## config.mk

```make
export PLATFORM = sky130hd
export DESIGN_NAME = paint_scheduler
export DESIGN_NICKNAME = d
export VERILOG_FILES = /design/src/rtl/paint_scheduler.sv
export SDC_FILE = /design/constraint.sdc
export NUM_CORES = 1
export LEC_CHECK = 0
export CAP_MARGIN = 0
export CORE_UTILIZATION = 50
export DETAILED_ROUTE_END_ITERATION = 10
export GPL_ROUTABILITY_DRIVEN = 0
export GPL_TIMING_DRIVEN = 0
export PLACE_DENSITY_LB_ADDON = 0.15
export SYNTH_ARGS = -nofsm -noshare
export SYNTH_HDL_FRONTEND = slang
export SYNTH_SLANG_ARGS = --single-unit
```

## constraint.sdc

```tcl
create_clock -name clk_in -period 5.1 [get_ports clk_in]
set_input_delay 0.765 -clock clk_in [delete_from_list [all_inputs] [get_ports clk_in]]
set_output_delay 0.765 -clock clk_in [all_outputs]
set_load 0.01 [all_outputs]
```

## src/rtl/paint_scheduler.sv

```systemverilog
// paint_scheduler: shares one circle painter between N_REQ brush sources.
// Each source owns a one-deep request slot; full slots are issued one at a
// time in round-robin order whenever the painter reports ready, and each
// source receives a one-cycle done pulse when its circle has been painted.
// Build macro PAINT_SCHED_PRIORITY_EN: source 0 always wins when its slot is
// full, and sources 1..N_REQ-1 stay round-robin among themselves.

module paint_scheduler #(
   parameter int N_REQ        = 4,
   parameter int MAX_RADIUS   = 64,
   parameter int WAIT_TIMEOUT = 4,
   localparam int GW          = (N_REQ > 1) ? $clog2(N_REQ) : 1
) (
   input  logic                   clk_in,
   input  logic                   rst_n_in,
   input  logic [N_REQ-1:0]       req_valid_in,
   output logic [N_REQ-1:0]       req_ready_out,
   input  logic [11*N_REQ-1:0]    req_hcount_in,
   input  logic [10*N_REQ-1:0]    req_vcount_in,
   input  logic [17*N_REQ-1:0]    req_radius_in,
   input  logic                   painter_ready_in,
   output logic                   data_valid_out,
   output logic [10:0]            hcount_out,
   output logic [9:0]             vcount_out,
   output logic [16:0]            radius_out,
   output logic [GW-1:0]          grant_id_out,
   output logic [N_REQ-1:0]       done_out,
   output logic                   busy_out,
   output logic                   timeout_err_out
);

`ifdef PAINT_SCHED_PRIORITY_EN
   localparam bit PRIORITY_EN = 1'b1;
`else
   localparam bit PRIORITY_EN = 1'b0;
`endif

   localparam int             CW    = $clog2(WAIT_TIMEOUT + 1);
   localparam logic [16:0]    MAX_R = 17'(MAX_RADIUS);

   typedef enum logic [1:0] {
      IDLE      = 2'd0,
      WAIT_LOW  = 2'd1,
      WAIT_HIGH = 2'd2
   } state_t;

   state_t             state;
   state_t             state_next;
   logic [CW-1:0]      wait_cnt;
   logic [CW-1:0]      wait_cnt_next;

   logic [N_REQ-1:0]   slot_full;
   logic [10:0]        slot_x [N_REQ];
   logic [9:0]         slot_y [N_REQ];
   logic [16:0]        slot_r [N_REQ];

   logic [GW-1:0]      rr_ptr;
   logic [GW-1:0]      winner;
   logic [GW-1:0]      cand;
   logic               found;

   logic               issue_en;
   logic               finish_en;
   logic               timeout_hit;

   function automatic logic [16:0] clamp_radius(input logic [16:0] r);
      return (r > MAX_R) ? MAX_R : r;
   endfunction

   // A slot is free exactly when it is not holding a pending stroke.
   assign req_ready_out = ~slot_full;

   // Pick the first full slot after the last winner, wrapping around.
   always_comb begin
      found  = 1'b0;
      winner = '0;
      cand   = '0;
      if (PRIORITY_EN && slot_full[0]) begin
         found  = 1'b1;
         winner = '0;
      end else begin
         for (int k = 1; k <= N_REQ; k++) begin
            cand = GW'((int'(rr_ptr) + k) % N_REQ);
            if (!found && slot_full[cand] && !(PRIORITY_EN && cand == '0)) begin
               found  = 1'b1;
               winner = cand;
            end
         end
      end
   end

   // Next-state logic: issue from IDLE, then track the painter's ready low/high.
   always_comb begin
      state_next    = state;
      wait_cnt_next = wait_cnt;
      issue_en      = 1'b0;
      finish_en     = 1'b0;
      timeout_hit   = 1'b0;
      case (state)
         IDLE: begin
            wait_cnt_next = '0;
            if (painter_ready_in && found) begin
               issue_en   = 1'b1;
               state_next = WAIT_LOW;
            end
         end
         WAIT_LOW: begin
            if (!painter_ready_in) begin
               wait_cnt_next = '0;
               state_next    = WAIT_HIGH;
            end else if (wait_cnt == CW'(WAIT_TIMEOUT - 1)) begin
               wait_cnt_next = '0;
               timeout_hit   = 1'b1;
               finish_en     = 1'b1;
               state_next    = IDLE;
            end else begin
               wait_cnt_next = wait_cnt + CW'(1);
            end
         end
         WAIT_HIGH: begin
            if (painter_ready_in) begin
               finish_en  = 1'b1;
               state_next = IDLE;
            end
         end
         default: begin
            state_next = IDLE;
         end
      endcase
   end

   // State register and the ready-drop watchdog counter.
   always_ff @(posedge clk_in or negedge rst_n_in) begin
      if (!rst_n_in) begin
         state    <= IDLE;
         wait_cnt <= '0;
      end else begin
         state    <= state_next;
         wait_cnt <= wait_cnt_next;
      end
   end

   // Request slots: latch a stroke when free, release it when issued.
   always_ff @(posedge clk_in or negedge rst_n_in) begin
      if (!rst_n_in) begin
         slot_full <= '0;
         for (int i = 0; i < N_REQ; i++) begin
            slot_x[i] <= '0;
            slot_y[i] <= '0;
            slot_r[i] <= '0;
         end
      end else begin
         for (int i = 0; i < N_REQ; i++) begin
            if (req_valid_in[i] && !slot_full[i]) begin
               slot_full[i] <= 1'b1;
               slot_x[i]    <= req_hcount_in[11*i +: 11];
               slot_y[i]    <= req_vcount_in[10*i +: 10];
               slot_r[i]    <= clamp_radius(req_radius_in[17*i +: 17]);
            end
         end
         if (issue_en) begin
            slot_full[winner] <= 1'b0;
         end
      end
   end

   // Painter-facing outputs, arbitration pointer and completion signalling.
   always_ff @(posedge clk_in or negedge rst_n_in) begin
      if (!rst_n_in) begin
         data_valid_out  <= 1'b0;
         hcount_out      <= '0;
         vcount_out      <= '0;
         radius_out      <= '0;
         grant_id_out    <= '0;
         rr_ptr          <= GW'(N_REQ - 1);
         busy_out        <= 1'b0;
         done_out        <= '0;
         timeout_err_out <= 1'b0;
      end else begin
         data_valid_out <= issue_en;
         done_out       <= '0;
         if (issue_en) begin
            hcount_out   <= slot_x[winner];
            vcount_out   <= slot_y[winner];
            radius_out   <= slot_r[winner];
            grant_id_out <= winner;
            busy_out     <= 1'b1;
            if (!(PRIORITY_EN && winner == '0)) begin
               rr_ptr <= winner;
            end
         end
         if (finish_en) begin
            done_out[grant_id_out] <= 1'b1;
            busy_out               <= 1'b0;
         end
         if (timeout_hit) begin
            timeout_err_out <= 1'b1;
         end
      end
   end

endmodule
```

**Word level (Yosys, flattened, before mapping)**

Cells that the tools add are included.

- Flip-flop bits (word level): 210
- Bits of input ports: 159
- Output and inout bits: 51
- Logic and storage cells: 129

- $add $sub $neg: 5
- $lt $le $gt $ge: 13
- Eq/ne operators: 6
- Multiplexer cells: 56
- Bitwise logic cells: 4
- Reduce and logical (&&, ||, !) cells: 21

Operators with widths:

| cell | count |
|---|---|
| $mux 17 | 6 |
| $gt 17x7->1 const B | 4 |
| $bmux 17 s2 | 1 |
| $bmux 11 s2 | 1 |
| $mux 1 | 22 |
| $mux 11 | 2 |
| $bmux 10 s2 | 1 |
| $mux 10 | 2 |
| $lt 2x3->1 const B | 6 |
| $mux 2 | 8 |
| $logic_and 1x1->1 | 10 |
| $bmux 1 s2 | 4 |
| $mux 4 | 2 |
| $not 4->4 | 2 |
| $logic_not 1->1 | 7 |
| $mux 3 | 2 |
| $pmux 2 s3 | 1 |
| $pmux 3 s2 | 1 |
| $add 2x1->2 const B | 2 |
| $add 2x2->2 const B | 2 |
| $and 4x4->4 | 1 |
| $demux 1 s2 | 2 |
| $ge 2x1->1 const B | 2 |
| $ne 2x2->1 const B | 2 |
| other kinds (11) | 12 |

**Longest topological paths before layout**

- Word-level depth: 20
- Gate-level depth with buffers: 7

**Worst setup path before layout**

OpenSTA, ideal clock, no wires.

- Path type: input -> register
- From: input req_radius_in[51]
- To: register slot_r[0] in the netlist's numbering
- Setup time: 66 ps
- Arrival time: 1917 ps
- Required time: 5034 ps
- Path slack: 3117 ps
- Stages: 4
- Cell sequence: or4_1 -> o31a_1 -> nor3_2 -> a22o_1

- Cells in the longest elaborated chain, start to end: 2

RTL lines:

| element | RTL line | RTL |
|---|---|---|
| from (decl) | 20 | `input logic [17*N_REQ-1:0] req_radius_in,` |
| $gt 17x7->1 | 67 | `return (r > MAX_R) ? MAX_R : r;` |
| $mux 17 (*) | 67 |  |
| to (signal, indexed assignment) | 158 | `slot_r[i] <= clamp_radius(req_radius_in[17*i +: 17]);` |
| to (decl) | 55 | `logic [16:0] slot_r [N_REQ];` |

Mark *: on every way between the ends. The rest lies on a longest branch, timed or not.
A chain may end at the register's enable or synchronous reset.

**Worst setup path after layout**

- From: register slot_full[1]
- To: output req_ready_out[1]

- Cells in the longest elaborated chain, start to end: 1

RTL lines:

| element | RTL line | RTL |
|---|---|---|
| from (decl) | 52 | `logic [N_REQ-1:0] slot_full;` |
| from (signal assigned) | 146 | `slot_full <= '0;` |
| from (signal, indexed assignment) | 155 | `slot_full[i] <= 1'b1;` |
| from (signal, indexed assignment) | 162 | `slot_full[winner] <= 1'b0;` |
| $not 4->4 | 71 | `assign req_ready_out = ~slot_full;` |
| to (decl) | 17 | `output logic [N_REQ-1:0] req_ready_out,` |

Every way passes these cells.

==> results.toml <==
[floorplan]
initial_core_util_pct = 51.2
pin_count = 210
die_w_um = 138
rows = 49
die_area_sq_um = 19100
coreArea_sq_um = 18100
die_h_um = 138

[global_routing]
antenna_found_initial = 0
grt_util_all_layers_pct = 26.0
grt_pass1_wl_um = 38900
grt_max_degree = 112
grt_pass1_vias = 7282
grt_overflow = 0

[layout]
fin_area_sq_um = 12400
multi_input_area_sq_um = 3570
drive_gt1_share_pct = 9.97
final_cells = 1322
finalNetCount = 1240
syn_to_final_growth_pct = 33.5
post-route-util_pct = 68.4
seq_area_sq_um = 5260
fillers = 1390
antennaDiodeCount = 0

[cts]
clockBufferDepth = 3
ctsResizeCount = 0
htreeDepth = 1
cts-buffers-inserted = 22
cts_sinks = 210
cts_setup_buffers = 0
cts-root-buf = "clkbuf_16"
clkTransAtPathRegs_ns = 0.06
clk_latency_ns = 0.50
cts_hold_buf = 0
cts_tree = "built"

[worst_setup_path]
end_kind = "primary output"
path_buf_inv = 2
r2r_slack_ns = 3.00
ff2ff_path_depth = 6
max_stage_delay_ns = 0.56
crit_fanout = 7
r2r-end = "slot_y[12]"
cp_top_family = "buffers and inverters"
worstSetupPathType = "reg2out"
cp.arrival_ns = 1.65
r2r-start = "slot_full[2]"
cp_cell_sequence = "inv_1 > clkdlybuf4s50_1"
path_depth = 2
cp-start-kind = "flip-flop"
required_ns = 4.34
critical_path.slowest_cell = "clkdlybuf4s50_1"

[synthesis]
synth.avg_cell_area_sq_um = 11.0
syn_area_sq_um = 9270
ys_types = 46
synth-edff-count = 0
yosysWarnings = 0
synth_cells = 844
synthesis.nets = 1007
synthFlopType = "dfrtp_1"
ys_seq_area_share_pct = 56.7
async_flop_share_pct = 100
synth-seq-cells = 210

[route]
wire_per_inst_um = 18.2
routed_wirelength_um = 24100
dr.pass1.iters = 8
vias_per_cell = 5.31
drt_iter0_drc = 484
drc = 34
dr_total_vias = 7019
ant_nets = 0

[pwr]
leakagePower_nw = 5.93
power_density_nw_per_um2 = 515
ir_drop_v = 0.000316

[timing]
fmaxAchievable_ghz = 0.414
setup_viol_count_final = 0
worst_pin_slew_ns = 0.747
final_hold_viol_count = 0
fin_crit_ns = 2.42
rsz0062_at_grt = "no"
skew_ns = 0.00734
relSlewSlack_pct = 50.2
finalMaxSlewViolations = 0
period_share_pct = 47.4

[flow_run]
drv_cap = 0

[status]
status = "complete, but fails checks"
violations = "DRC"

[placed_design]
dp_hpwl_um = 16700
placed_area_sq_um = 11700
port_buffers = 208
place_inst = 1282

[hold_path]
min_path_type = "in2async"
layout make-up:
class	count	area share [%]
multi-input combinational	576	28.9
sequential	210	42.5
clock inverter	9	0.587
tap	229	2.32
inverter	11	0.354
timing repair buffer	209	17.1
buffer	47	3.16
clock buffer	31	5.06
synthesized netlist by cell type, types with 4 or more instances:
cell / count / share of area, %
nand2_1: 315 / 13
dfrtp_1: 208 / 56
mux2i_1: 77 / 8.3
nor2b_1: 44 / 3.0
o221ai_2: 38 / 6.2
clkbuf_1: 27 / 1.1
a22o_1: 21 / 2.0
nor2_1: 14 / 0.57
inv_1: 9 / 0.36
buf_12: 8 / 1.7
buf_6: 8 / 0.97
nand3_1: 8 / 0.43
nor4_1: 8 / 0.54
o21ai_0: 5 / 0.27
o31a_1: 5 / 0.47
ha_1: 4 / 0.54
nor3_2: 4 / 0.43
o22a_1: 4 / 0.38
or4_1: 4 / 0.32
registers in the layout, summed over array words and instances (netlist names):
register and cells:
slot_r 68, slot_x 44, slot_y 40, radius_out 17, hcount_out 11, vcount_out 10
done_out 4, slot_full 4, wait_cnt 3, grant_id_out 2, rr_ptr 2, state 2
busy_out 1, data_valid_out 1, timeout_err_out 1
stage by stage:
stage | hold WS, ns | setup slack (ns) | setup TNS, ns | power [W]
2_1_floorplan | 0.438 | 3.12 | 0 | 0.00404
3_3_place_gp | 0.451 | -5.48 | -1142.33 | 0.00479
3_5_place_dp | 0.461 | 2.33 | 0 | 0.00485
4_1_cts | 0.335 | 2.68 | 0 | 0.00642
5_1_grt | 0.368 | 2.64 | 0 | 0.00673
6_report | 0.308 | 2.68 | 0 | 0.00637
worst max-delay path by stage:
stage / to / from / slack [ns]
after floorplan: slot_r[0] / req_radius_in[51] / 3.12
after global placement: slot_y[24] / rst_n_in / -5.48
after detailed placement: slot_y[12] / req_valid_in[2] / 2.33
after CTS: req_ready_out[1] / slot_full[1] / 2.68
after global routing: req_ready_out[1] / slot_full[1] / 2.64
final: req_ready_out[1] / slot_full[1] / 2.68
where the power goes:
part	internal, W	total [W]	switching (W)
Sequential	0.00213	0.00240	0.000275
Combinational	0.00115	0.00242	0.00127
Clock	0.000907	0.00156	0.000649
Total	0.00418	0.00637	0.00219
metal layers:
layer  vias to the layer above  global-route usage [%]  wire length [um]  part of all wire [%]
met5                         -                       0                 0                     0
met4                         0                    5.74               380                   1.6
met3                        30                    5.44              1720                   7.1
met2                       246                    42.5             11300                    47
met1                      3426                    35.8             10700                    45
li1                       3317                       -                 -                     -
cells in the final DEF, fill, tap and decap left out, types with 2 or more instances in the layout:
| master | count |
|---|---|
| nand2_1 | 315 |
| dfrtp_1 | 208 |
| clkdlybuf4s50_1 | 207 |
| mux2i_1 | 77 |
| nor2b_1 | 44 |
| o221ai_2 | 38 |
| clkbuf_1 | 33 |
| clkbuf_16 | 23 |
| a22o_1 | 21 |
| nor2_1 | 14 |
| inv_1 | 9 |
| nand3_1 | 8 |
| buf_6 | 8 |
| buf_12 | 8 |
| nor4_1 | 8 |
| clkinv_2 | 7 |
| o21ai_0 | 5 |
| o31a_1 | 5 |
| o22a_1 | 4 |
| or4_1 | 4 |
| nor3_2 | 4 |
| ha_1 | 4 |
| buf_8 | 3 |
| nor3b_1 | 2 |
| and2b_1 | 2 |
| o21ai_1 | 2 |
| a21oi_1 | 2 |
| clkbuf_8 | 2 |
| dfstp_2 | 2 |
logic make-up (layout without fill, tap and decap cells):
family	count (synthesis)	after routing	synth area share, %
flip-flops	210	210	56.7
AO/OA/AOI/OAI	88	88	10.6
AND/OR/NAND/NOR	407	407	19.1
multiplexers	77	77	8.32
adder cells (fa/ha/maj)	4	4	0.540
buffers and inverters	58	307	4.69
Note: power is estimated with default switching activity, not from simulation.
